## src/rtl/controle_bloqueio_if.sv

```systemverilog
// controle_bloqueio_if: keypad/verification/lock signal bundle for the access supervisor
interface controle_bloqueio_if;
  logic tecla_ativada;
  logic verif_fim;
  logic verif_ok;
  logic fechar;
  logic tecla_lib;
  logic trava_aberta;
  logic bloqueado;
  logic alarme;
  logic cfg_permitido;
  logic [1:0] tentativas;
  modport master (
    output tecla_ativada, verif_fim, verif_ok, fechar,
    input  tecla_lib, trava_aberta, bloqueado, alarme, cfg_permitido, tentativas
  );
  modport slave (
    input  tecla_ativada, verif_fim, verif_ok, fechar,
    output tecla_lib, trava_aberta, bloqueado, alarme, cfg_permitido, tentativas
  );
endinterface

```

## src/rtl/controle_bloqueio.sv

```systemverilog
// controle_bloqueio: timed lock opening, failure counting and lockout supervisor
module controle_bloqueio #(
  parameter int T_ABERTO       = 8,
  parameter int T_BLOQUEIO     = 32,
  parameter int MAX_TENTATIVAS = 3,
  parameter int TW             = 16
) (
  input  logic clk,
  input  logic reset_n,
  controle_bloqueio_if.slave bus
);
  typedef enum logic [1:0] {OCIOSO, ABERTO, BLOQUEIO} estado_t;
  localparam logic [TW-1:0] TA = TW'(T_ABERTO - 1);
  localparam logic [TW-1:0] TB = TW'(T_BLOQUEIO - 1);
  localparam logic [1:0]    MX = 2'(MAX_TENTATIVAS);
  estado_t estado, prox;
  logic [TW-1:0] timer, timer_n;
  logic [1:0] tent, tent_n;
  logic alarme, alarme_n;
  wire sucesso = bus.verif_fim & bus.verif_ok;
  wire falha   = bus.verif_fim & ~bus.verif_ok;
  // next state, shared timer and failure count
  always_comb begin
    prox     = estado;
    timer_n  = timer;
    tent_n   = tent;
    alarme_n = 1'b0;
    case (estado)
      OCIOSO:
        if (sucesso) begin
          prox    = ABERTO;
          timer_n = TA;
          tent_n  = 2'd0;
        end else if (falha) begin
          if (tent + 2'd1 == MX) begin
            prox     = BLOQUEIO;
            timer_n  = TB;
            tent_n   = MX;
            alarme_n = 1'b1;
          end else tent_n = tent + 2'd1;
        end
      ABERTO:
        if (bus.fechar) begin
          prox    = OCIOSO;
          timer_n = '0;
        end else if (sucesso) timer_n = TA;
        else if (timer == '0) prox = OCIOSO;
        else timer_n = timer - TW'(1);
      BLOQUEIO:
        if (timer == '0) begin
          prox   = OCIOSO;
          tent_n = 2'd0;
        end else timer_n = timer - TW'(1);
      default: begin
        prox    = OCIOSO;
        timer_n = '0;
        tent_n  = 2'd0;
      end
    endcase
  end
  // state, timer, counter and alarm pulse registers
  always_ff @(posedge clk or negedge reset_n) begin
    if (!reset_n) begin
      estado <= OCIOSO;
      timer  <= '0;
      tent   <= 2'd0;
      alarme <= 1'b0;
    end else begin
      estado <= prox;
      timer  <= timer_n;
      tent   <= tent_n;
      alarme <= alarme_n;
    end
  end
  assign bus.trava_aberta  = estado == ABERTO;
  assign bus.cfg_permitido = estado == ABERTO;
  assign bus.bloqueado     = estado == BLOQUEIO;
  assign bus.alarme        = alarme;
  assign bus.tentativas    = tent;
  assign bus.tecla_lib     = bus.tecla_ativada & reset_n & (estado != BLOQUEIO);
endmodule

```

## src/flat_wrapper.sv

```systemverilog
// flat-port wrapper written by rule: the top's interface ports become plain ports
module controle_bloqueio_flat 
#(
  parameter int T_ABERTO       = 8,
  parameter int T_BLOQUEIO     = 32,
  parameter int MAX_TENTATIVAS = 3,
  parameter int TW             = 16
)
  (clk, reset_n, bus_tecla_ativada, bus_verif_fim, bus_verif_ok, bus_fechar, bus_tecla_lib, bus_trava_aberta, bus_bloqueado, bus_alarme, bus_cfg_permitido, bus_tentativas);
  controle_bloqueio_if bus_i ();
  input  logic clk;
  input  logic reset_n;
  input wire logic [$bits(bus_i.tecla_ativada)-1:0] bus_tecla_ativada;
  input wire logic [$bits(bus_i.verif_fim)-1:0] bus_verif_fim;
  input wire logic [$bits(bus_i.verif_ok)-1:0] bus_verif_ok;
  input wire logic [$bits(bus_i.fechar)-1:0] bus_fechar;
  output wire logic [$bits(bus_i.tecla_lib)-1:0] bus_tecla_lib;
  output wire logic [$bits(bus_i.trava_aberta)-1:0] bus_trava_aberta;
  output wire logic [$bits(bus_i.bloqueado)-1:0] bus_bloqueado;
  output wire logic [$bits(bus_i.alarme)-1:0] bus_alarme;
  output wire logic [$bits(bus_i.cfg_permitido)-1:0] bus_cfg_permitido;
  output wire logic [$bits(bus_i.tentativas)-1:0] bus_tentativas;
  assign bus_i.tecla_ativada = bus_tecla_ativada;
  assign bus_i.verif_fim = bus_verif_fim;
  assign bus_i.verif_ok = bus_verif_ok;
  assign bus_i.fechar = bus_fechar;
  assign bus_tecla_lib = bus_i.tecla_lib;
  assign bus_trava_aberta = bus_i.trava_aberta;
  assign bus_bloqueado = bus_i.bloqueado;
  assign bus_alarme = bus_i.alarme;
  assign bus_cfg_permitido = bus_i.cfg_permitido;
  assign bus_tentativas = bus_i.tentativas;
  controle_bloqueio #(.T_ABERTO(T_ABERTO), .T_BLOQUEIO(T_BLOQUEIO), .MAX_TENTATIVAS(MAX_TENTATIVAS), .TW(TW)) u_core (.clk(clk), .reset_n(reset_n), .bus(bus_i));
endmodule
```

## config.mk

```make
export PLATFORM = sky130hd
export DESIGN_NAME = controle_bloqueio_flat
export DESIGN_NICKNAME = d
export VERILOG_FILES = /design/src/rtl/controle_bloqueio_if.sv /design/src/rtl/controle_bloqueio.sv /design/src/flat_wrapper.sv
export SDC_FILE = /design/constraint.sdc
export NUM_CORES = 1
export LEC_CHECK = 0
export CELL_PAD_IN_SITES_DETAIL_PLACEMENT = 1
export CELL_PAD_IN_SITES_GLOBAL_PLACEMENT = 2
export CORE_MARGIN = 4
export CORE_UTILIZATION = 32
export DETAILED_ROUTE_END_ITERATION = 8
export PLACE_DENSITY = 0.77
export SYNTH_ARGS = -nofsm -noshare
export SYNTH_HDL_FRONTEND = slang
export SYNTH_SLANG_ARGS = --single-unit
```

## constraint.sdc

```tcl
create_clock -name clk -period 1.62 [get_ports clk]
set_input_delay 0.324 -clock clk [delete_from_list [all_inputs] [get_ports clk]]
set_output_delay 0.324 -clock clk [all_outputs]
set_load 0.02 [all_outputs]
```

Word level (Yosys, flattened, before mapping)

Cells that the tools add are included.

$add $sub $neg: 2
Eq/ne operators: 8
Mux-type cells: 23
Bitwise gates (word level): 6
Reduce and logical (&&, ||, !) cells: 5

Operators with widths:

| cell                    | count |
|---|---|
| $mux W16                | 6 |
| $pmux W16 S3            | 1 |
| $mux W2                 | 10 |
| $logic_not A16 Y1       | 1 |
| $sub A16 B1 Y16 const B | 1 |
| $pmux W2 S3             | 2 |
| $ne A3 B1 Y1 const B    | 2 |
| $reduce_and A3 Y1       | 2 |
| $and A1 B1 Y1           | 4 |
| $eq A2 B2 Y1 const B    | 2 |
| $mux W1                 | 4 |
| $ne A3 B3 Y1 const B    | 1 |
| $add A2 B1 Y2 const B   | 1 |
| $eq A2 B1 Y1 const B    | 1 |
| $logic_not A2 Y1        | 1 |
| $ne A2 B1 Y1 const B    | 1 |
| $ne A2 B2 Y1 const B    | 1 |
| $not A1 Y1              | 2 |
| $reduce_and A2 Y1       | 1 |

Flip-flop bits (word level): 21
Input bits: 6
Output and inout bits: 7
Word-level logic and storage cells: 48

Logic depth before layout (Yosys ltp)

Gate-level depths: netlist of the first run.

Depth in word-level cells: 6
Mapped depth: 7
Gate-level depth less buffers: 6

Least setup slack after synthesis of the first run

Ideal clock, no wire load.

Path kind: flip-flop to flip-flop
Start point: register u_core.tent[0] (netlist: u_core.bus.tentativas[0])
End point: register u_core.timer[11]
Setup time: 134 ps
Data arrival time: 1709 ps
Required time: 1486 ps
Path slack: -222 ps
Stages on the path, launching flop included: 7
Path buffers: 0
Period minus slack after synthesis: 1842 ps
Path through: dfrtp_1 inv_1 ha_1 o21a_1 o31ai_1 nor4_1 mux2i_1

Longest elaborated chain between the ends: 4

Ends and longest elaborated chain:

| element                            | RTL line                | text |
|---|---|---|
| start: declaration                 | controle_bloqueio.sv:18 | `logic [1:0] tent, tent_n;` |
| start signal: assignment           | controle_bloqueio.sv:71 | `tent <= tent_n;` |
| $add A2 B1 Y2                      | controle_bloqueio.sv:35 | `if (tent + 2'd1 == MX) begin` |
| $eq A2 B2 Y1                       | controle_bloqueio.sv:35 |  |
| $ne A3 B1 Y1 (no source line)      | -                       |  |
| $reduce_and A2 Y1 (no source line) | -                       |  |
| end signal: assignment             | controle_bloqueio.sv:70 | `timer <= timer_n;` |
| end: declaration                   | controle_bloqueio.sv:17 | `logic [TW-1:0] timer, timer_n;` |

Every way passes these cells.
A chain may end at the register's enable or synchronous reset.

Worst setup path after layout of the first run

Start point: register u_core.timer[1]
End point: register u_core.timer[0]

Longest elaborated chain between the ends: 5

Ends and longest elaborated chain:

| element                | RTL line |
|---|---|
| $logic_not A16 Y1 (*)  | controle_bloqueio.sv:47, controle_bloqueio.sv:50 |
| $mux W16 (*)           | - |
| $mux W16 (2 in series) | - |
| $pmux W16 S3 (*)       | - |

Mark *: on every way between the ends. The rest lies on a longest branch, timed or not.

==> results of run 1 <==
-- layer usage --
layer / up-vias / share of wire / GRT usage
met1: 795 / 0.39 / 0.241
met2: 37 / 0.55 / 0.406
met4: 0 / 0.030 / 0.0704
li1: 753 / - / -
met5: - / 0 / 0
met3: 17 / 0.030 / 0.0324
-- placed cells by master, fill, tap and decap left out, types with 3 or more instances in the layout --
| cell | n |
|---|---|
| nand3_1 | 4 |
| nor3_1 | 3 |
| clkdlybuf4s50_1 | 5 |
| clkbuf_8 | 3 |
| inv_1 | 6 |
| clkbuf_2 | 3 |
| dfrtp_2 | 5 |
| nand4_1 | 3 |
| nor2b_1 | 8 |
| inv_2 | 4 |
| buf_4 | 65 |
| nor2_1 | 7 |
| o21ai_0 | 4 |
| a211oi_2 | 3 |
| o211ai_1 | 3 |
| nand2_1 | 5 |
| o21ai_1 | 4 |
| dlymetal6s2s_1 | 3 |
| a21oi_1 | 5 |
| a211o_1 | 4 |
| or3_1 | 3 |
| dfrtp_1 | 16 |
| buf_6 | 7 |
-- repair_timing --
action                     in CTS  in global routing
resized for setup              41                 28
gates cloned                    0                  0
pin swaps                      19                 16
setup endpoints to repair      24                 26
buffers inserted                5                 14
-- power by group through the flow --
stage,logic [uW],registers [uW],clock network (uW)
2_1_floorplan,1400,957,0
5_1_grt,4260,971,397
4_1_cts,3430,930,374
3_5_place_dp,2870,927,0
3_3_place_gp,2710,910,0
6_report,3960,948,375
-- critical path: cells and delay by family, from the launching register on --
kind | cells | cell delay [ps]
compound gates | 2 | 330
fa+ha+maj | 1 | 150
buf+inv | 3 | 450
flops | 1 | 400
simple gates | 2 | 390
-- state kept, by name (all words and copies together) (netlist names) --
signal                 cells
u_core.bus.alarme          1
u_core.bus.tentativas      2
u_core.estado              2
u_core.timer              16
-- layout make-up --
| class | count | area [um^2] | area share |
|---|---|---|---|
| Clock buffer | 3 | 41.3 | 0.0170 |
| Clock inverter | 1 | 5.00 | 0.00206 |
| Inverter | 10 | 37.5 | 0.0154 |
| Multi-Input combinational cell | 116 | 1070 | 0.441 |
| Sequential cell | 21 | 532 | 0.219 |
| Tap cell | 50 | 62.6 | 0.0257 |
| Timing Repair Buffer | 84 | 681 | 0.280 |
-- kinds of logic (layout without fill, tap and decap cells) --
group,after synthesis,count (layout),share of synthesized area
muxes,2,2,0.0143
buffers and inverters,14,98,0.0437
DFF,21,21,0.375
and+or+nand+nor,65,65,0.313
xor gates and xnor gates,1,1,0.00625
adders and majority gates,2,2,0.0178
AOI/OAI and AO/OA,46,46,0.230
-- stage by stage --
step | TNS [ps] | area (um^2) | power, uW | std cells
floorplan | -0.00866 | 1440 | 2360 | 151
global placement | -3780 | 2020 | 3620 | 264
detailed placement | -4740 | 2020 | 3790 | 264
CTS | -682 | 2260 | 4740 | 273
global route | -2810 | 2430 | 5630 | 285
finish | -1110 | 2430 | 5280 | 285
-- worst max-delay path by stage --
stage | slack [ps] | cells past startpoint | to | startpoint
final | -170 | 8 | u_core.timer[0] | u_core.timer[1]
after floorplan | -0.009 | 3 | bus_trava_aberta | u_core.estado[0]
after global routing | -310 | 8 | u_core.timer[0] | u_core.timer[1]
after detailed placement | -400 | 3 | bus_tecla_lib | reset_n
after global placement | -380 | 3 | bus_tecla_lib | reset_n
after CTS | -130 | 8 | u_core.timer[0] | u_core.timer[0]
-- cell usage after synthesis, types with 3 or more instances --
| cell | instances | area share |
|---|---|---|
| a211oi_1 | 4 | 0.021 |
| o211ai_1 | 3 | 0.016 |
| a211o_1 | 4 | 0.025 |
| nor3b_1 | 3 | 0.016 |
| nor2b_1 | 8 | 0.036 |
| o31ai_1 | 3 | 0.016 |
| and4_1 | 4 | 0.025 |
| nor2_1 | 10 | 0.027 |
| dfrtp_1 | 21 | 0.37 |
| o21ai_0 | 5 | 0.018 |
| o21ai_1 | 4 | 0.014 |
| a21oi_1 | 6 | 0.021 |
| nand4_1 | 3 | 0.013 |
| or3_1 | 4 | 0.018 |
| nand3_1 | 4 | 0.014 |
| nor3_1 | 5 | 0.018 |
| nand2_1 | 6 | 0.016 |
| inv_1 | 9 | 0.024 |
==> flow_summary.ini, run 1 <==
[global_route]
grt_max_degree = 22
grt_pass1_wl_um = 8940
grt_pass1_vias = 1785
grt_antenna_before_repair = 0
grt-ovfl-total = 0
grt_use_total = 0.214

[route]
drc_errors = 0
drtIter0Drc = 72
dr.pass1.iters = 4
drt-total-wl_um = 5740
post_drt_wl_per_cell_um = 20.1
postRouteAntennaNets = 0
vias = 1602
viasPerCell = 5.62

[logic_synthesis]
synth-seq-cells = 21
ys_types = 50
synth_ff_type = dfrtp_1
synth_seq_area_share = 0.375
netlist_area_um2 = 1400
postSynth.asyncResetShare = 1.00
avgSynthCellArea_um2 = 9.29
syn-instance-count = 151
synth_edf_count = 0
syn-num-nets = 159
yosysWarnings = 0

[power]
p_per_area_nw_per_um2 = 2170
comb_power_share = 0.750
seqPwrFrac = 0.179
p_int_uw = 2920
p_leak_uw = 0.00110
ir_worst_vdd_uv = 894
p_switching_uw = 2360
switching_share = 0.447
pwr-share-clk = 0.071

[clocking]
tritoncts = yes
holdBufCountCts = 0
cts_sinks = 21
cts_buffers = 3
clk_pin_slew_ps = 90
clock_path_buffers = 2
root_buffer = clkbuf_8
htree_levels = 1
clk_latency_ps = 270

[sta]
period_needed_ps = 1790
rsz0062_at_grt = yes
fin_worst_skew_ps = 1.95
hold_slack_ps = 472
fmax_mhz = 557
setup_violations = 14
drv_slew = 0
post-route-period-util = 1.11
hold_viol = 0
worst_slack_ps = -175
relSlewSlack = 0.689
worstMarginPinSlew_ps = 464

[placement]
place_congestion = 0.869
dpl.hpwl_um = 3750
placement.io_buffers = 12
post-place-ws_ps = -402

[critical_path]
worst_path_max_delay_cell = dfrtp_1
r2r-end = u_core.timer[0]
ff2ff_setup_slack_ps = -170
required_ps = 1820
worstSetupPathType = register to register
critical_path.endpoint_type = register
worstSetupStartpointType = register
rr_worst_depth = 8
cpPeakStageDelay_ps = 400
cp.arrival_ps = 2000
r2r_start = u_core.timer[1]
cp_max_fo = 6
crit_chain = inv_2 -> ha_4 -> nor4b_4 -> buf_4 -> nand4_1 -> buf_6 -> o31ai_4 -> o21bai_1

[final_layout]
final_util = 0.590
area_delta_synth_final_pct = 73.2
diodes = 0
fin_nets = 244
nFillCells = 464
drive_above_1_share = 0.566

[worst_hold_path]
hp-start = bus_fechar
whs_path_depth = 3
holdPathEnd = u_core.estado[0]
hp-class = input port to register

[floorplan]
die_area_um2 = 5510
chipWidth_um = 74.2
coreArea_um2 = 4120
num_rows = 23
io_pins = 13
floorplan.initialDensity = 0.341
die_h_um = 74.2

[job]
maxCapViolations = 0

[outcome]
violations = setup timing
run_status = finished, violations left
Power figures use the tool's default switching activity.
==> run 2: changes to the inputs <==
--- a/config.mk
+++ b/config.mk
@@ -8,9 +8,11 @@
 export CELL_PAD_IN_SITES_DETAIL_PLACEMENT = 1
 export CELL_PAD_IN_SITES_GLOBAL_PLACEMENT = 2
 export CORE_MARGIN = 4
-export CORE_UTILIZATION = 32
+export CORE_UTILIZATION = 35
+export CTS_BUF_LIST = sky130_fd_sc_hd__clkbuf_16
 export DETAILED_ROUTE_END_ITERATION = 8
-export PLACE_DENSITY = 0.77
+export DONT_BUFFER_PORTS = 1
+export PLACE_DENSITY = 0.76
 export SYNTH_ARGS = -nofsm -noshare
 export SYNTH_HDL_FRONTEND = slang
 export SYNTH_SLANG_ARGS = --single-unit
==> run 2 against run 1 <==
The run still ends with setup timing left. Sequential power up 3.0%. Largest power group unchanged. Cell area down 7.7%. First-iteration DRC count down 25%. Utilization up 0.41 points. Global-route usage down 1.7 points. Via count down 6.9%. Register-to-register slack better by 80 ps. Clock skew down 0.63 ps. Setup slack better by 76 ps. Critical path depth unchanged. Hold slack worse by 320 ps. Critical endpoint unchanged.
==> flow_summary.ini, run 2 (synthesis results as in run 1) <==
[sta]
drv_slew = 0
period_needed_ps = 1720
hold_slack_ps = 156
setup_violations = 11
post-route-period-util = 1.06
worst_slack_ps = -99.3
relSlewSlack = 0.308
worstMarginPinSlew_ps = 1040
rsz0062_at_grt = yes
fmax_mhz = 582
fin_worst_skew_ps = 1.31
hold_viol = 0

[route]
post_drt_wl_per_cell_um = 19.7
drt-total-wl_um = 5040
drtIter0Drc = 54
drc_errors = 0
vias = 1491
viasPerCell = 5.82
dr.pass1.iters = 4
postRouteAntennaNets = 0

[critical_path]
crit_end = u_core.timer[0]
worst_path_max_delay_cell = dfrtp_1
startpoint = u_core.timer[1]
worstSetupPathType = register to register
cpPeakStageDelay_ps = 390
cp_max_fo = 6
path_depth = 8
critical_path.endpoint_type = register
r2r-end = u_core.timer[0]
r2r_start = u_core.timer[1]
rr_worst_depth = 8
worstSetupStartpointType = register
critPathTopFamily = buffers and inverters
ff2ff_setup_slack_ps = -100
required_ps = 1800
path_buf_inv = 3
crit_chain = inv_2 -> ha_4 -> nor4b_4 -> buf_4 -> nand4_1 -> buf_6 -> o31ai_4 -> o21bai_1
cp.arrival_ps = 1900

[clocking]
clock_path_buffers = 2
htree_levels = 1
clk_pin_slew_ps = 60
cts_buffers = 3
root_buffer = clkbuf_16
cts_sinks = 21
tritoncts = yes
clk_latency_ps = 260

[power]
p_leak_uw = 0.000958
p_per_area_nw_per_um2 = 2340
ir_worst_vdd_uv = 960
total_power_uw = 5240

[floorplan]
io_pins = 13
die_area_um2 = 5080
chipWidth_um = 71.3
num_rows = 22
die_h_um = 71.3
coreArea_um2 = 3770
floorplan.initialDensity = 0.372

[placement]
placement.io_buffers = 0
place_area_um2 = 1800
post-place-ws_ps = -256
place_congestion = 0.841
dpl.hpwl_um = 3350

[outcome]
violations = setup timing
run_status = finished, violations left

[global_route]
grt_pass1_vias = 1640
grt_antenna_before_repair = 0
grt_use_total = 0.197
grt-ovfl-total = 0
grt_max_degree = 22
grt_pass1_wl_um = 7950

[final_layout]
largest_register_ffs = 16
regMostFlops = u_core.timer
finalInstanceArea_um2 = 2240
diodes = 0
fin_nets = 217
area_delta_synth_final_pct = 59.9
layout_commonest_cell = buf_4
final_cell_mix = 43 x buf_4, 17 x dfrtp_1, 13 x buf_6
drive_above_1_share = 0.505

[job]
maxCapViolations = 0

[worst_hold_path]
hp-class = input port to register
==> run 2: how the worst min path moves through the flow <==
stage | startpoint | endpoint | slack, ps | cells after the start
floorplan | reset_n | u_core.bus.alarme | 30 | 0
global placement | reset_n | u_core.timer[10] | 30 | 0
detailed placement | reset_n | u_core.timer[8] | 30 | 0
CTS | bus_fechar | u_core.estado[0] | 160 | 1
global route | bus_fechar | u_core.estado[0] | 150 | 1
finish | bus_fechar | u_core.estado[0] | 160 | 1
==> run 2: cell type report <==
type                    instances  area (um^2)
flip-flops and latches         21          531
fillers                       411         1530
multi-input cells             116         1050
clock inverters                 1         5.00
well taps                      48         60.1
repair buffers                 57          482
inverters                      10         37.5
clock buffers                   3         75.1
==> run 2: stage by stage <==
| step | setup TNS, ps | cells | util |
|---|---|---|---|
| after CTS | -330 | 248 | 0.539 |
| final | -517 | 256 | 0.595 |
| after global routing | -1670 | 256 | 0.595 |
| after global placement | -1010 | 238 | 0.478 |
| after floorplan | -0.00866 | 151 | - |
| after detailed placement | -2560 | 238 | 0.478 |
==> run 2: power by group <==
part / switching [uW] / internal, uW
Combinational: 1810 / 1910
Clock: 205 / 332
Sequential: 264 / 713
Total: 2280 / 2960
==> run 2: routing by layer <==
metal	vias up	part of all wire	track usage
li1	699	-	-
met5	-	0	0
met4	0	0.021	0.0585
met3	13	0.020	0.0238
met1	753	0.43	0.237
met2	26	0.53	0.364
==> run 2: timing repair <==
action | in CTS | in global routing
pin swaps | 15 | 13
buffers inserted | 5 | 8
endpoints found under the hold margin | 21 | 0
hold buffers | 1 | 0
endpoints found under the setup margin | 20 | 24
cloned | 0 | 0
gates resized for setup | 24 | 32
==> run 3: changes to the inputs <==
--- a/config.mk
+++ b/config.mk
@@ -12,7 +12,7 @@
 export CTS_BUF_LIST = sky130_fd_sc_hd__clkbuf_16
 export DETAILED_ROUTE_END_ITERATION = 8
 export DONT_BUFFER_PORTS = 1
-export PLACE_DENSITY = 0.76
+export PLACE_DENSITY = 0.82
 export SYNTH_ARGS = -nofsm -noshare
 export SYNTH_HDL_FRONTEND = slang
 export SYNTH_SLANG_ARGS = --single-unit
==> run 3 against run 2 <==
The flow still finishes with violations (setup timing). Fmax shrank 0.39%. Total power shrank 5.9%. Critical endpoint unchanged. Combinational power shrank 8.8%. Die area is the same. Clock skew grew 0.80 ps. Sequential share of layout area grew 1.1 points.
==> flow_summary.ini, run 3 (synthesis results as in run 1) <==
[outcome]
run_status = finished, violations left
violations = setup timing

[sta]
setup_violations = 16
relSlewSlack = 0.267
rsz0062_at_grt = yes
fmax_mhz = 579
drv_slew = 0
setup_tns_ps = -751
worstMarginPinSlew_ps = 1100
hold_viol = 0
post-route-period-util = 1.07
period_needed_ps = 1730
worst_slack_ps = -106
fin_worst_skew_ps = 2.11

[route]
dr.pass1.iters = 4
postRouteAntennaNets = 0
drtIter0Drc = 52
drt-total-wl_um = 5110
drc_errors = 0
post_drt_wl_per_cell_um = 20.7
vias = 1467
viasPerCell = 5.94

[global_route]
grt_use_total = 0.200
grt_max_degree = 22
grt_pass1_vias = 1601
grt-ovfl-total = 0
grt_antenna_before_repair = 0
grt_pass1_wl_um = 8020

[critical_path]
worstSetupPathType = register to register
cp_max_fo = 6
worstSetupStartpointType = register
critical_path.endpoint_type = register
required_ps = 1810
cp.arrival_ps = 1910

[floorplan]
die_area_um2 = 5080
io_pins = 13
chipWidth_um = 71.3
die_h_um = 71.3
num_rows = 22
floorplan.initialDensity = 0.372
coreArea_um2 = 3770

[final_layout]
diodes = 0
final_cell_mix = 42 x buf_4, 17 x dfrtp_1, 8 x nor2_1
layout_commonest_cell = buf_4
largest_register_ffs = 16
drive_above_1_share = 0.492
fin_nets = 208
area_delta_synth_final_pct = 52.7
nFillCells = 407
regMostFlops = u_core.timer
instances_no_fill = 247

[worst_hold_path]
hp-class = input port to register

[clocking]
cts_sinks = 21
clk_pin_slew_ps = 60
clock_path_buffers = 2
root_buffer = clkbuf_16
tritoncts = yes
htree_levels = 1
clk_latency_ps = 260
cts_buffers = 3

[placement]
place_congestion = 0.862
place_inst = 233
placement.io_buffers = 0
dpl.hpwl_um = 3310

[power]
p_per_area_nw_per_um2 = 2300
ir_worst_vdd_uv = 893
p_leak_uw = 0.000914

[job]
maxCapViolations = 0
==> run 3: through the flow <==
stage	setup WS (ps)	total power (uW)	util	instance area, um^2	hold slack, ps
final	-106	4930	0.568	2140	156
after CTS	-92.4	4380	0.523	1970	155
after detailed placement	-186	3420	0.468	1770	29.4
after global routing	-170	5230	0.568	2140	160
after floorplan	-0.00866	2360	-	1440	28.4
after global placement	-133	3290	0.468	1770	29.2
==> run 3: metal layers <==
| layer | track usage | part of all wire |
|---|---|---|
| met5 | 0 | 0 |
| met4 | 0.0689 | 0.011 |
| met3 | 0.0337 | 0.023 |
| met2 | 0.369 | 0.55 |
| met1 | 0.231 | 0.41 |
==> run 3: worst max-delay path: stages (launching register included) <==
cell and delay, ps:
dfrtp_1 400, inv_2 80, ha_4 130, nor4b_4 210, buf_4 160, nand4_1 150, buf_6 200, o31ai_4 190
o21bai_1 120
==> run 3: cell type report <==
type / instances / area [um^2] / area share
inverters: 10 / 37.5 / 0.0175
multi-input cells: 116 / 1050 / 0.490
repair buffers: 48 / 384 / 0.179
well taps: 48 / 60.1 / 0.0280
flip-flops and latches: 21 / 531 / 0.248
clock buffers: 3 / 75.1 / 0.0350
clock inverters: 1 / 5.00 / 0.00234
==> run 3: path summary, 6_finish.rpt <==
kind / start / slack (ps) / endpoint / depth (start not counted)
max: u_core.timer[1] / -110 / u_core.timer[0] / 8
min: bus_fechar / 160 / u_core.estado[0] / 1
max reg2reg: u_core.timer[1] / -110 / u_core.timer[0] / 8
min reg2reg: u_core.estado[0] / 540 / u_core.estado[0] / 1
max in group asynchronous: reset_n / 540 / u_core.timer[8] / 1
min in group asynchronous: reset_n / 350 / u_core.bus.alarme / 1
==> run 3: repair_timing <==
item                                    4_1_cts  5_1_grt
endpoints found under the setup margin       19       24
buffers inserted                              4        6
pin swaps                                    11       16
cloned                                        0        0
hold buffers                                  1        0
resized for setup                            22       25
hold endpoints to repair                     21        0
==> run 3: report_power, final <==
group / leakage (uW) / switching, uW / internal [uW]
registers: 0.000274 / 264 / 714
clock network: 0.0000409 / 216 / 333
logic: 0.000599 / 1740 / 1660
total: 0.000914 / 2220 / 2710
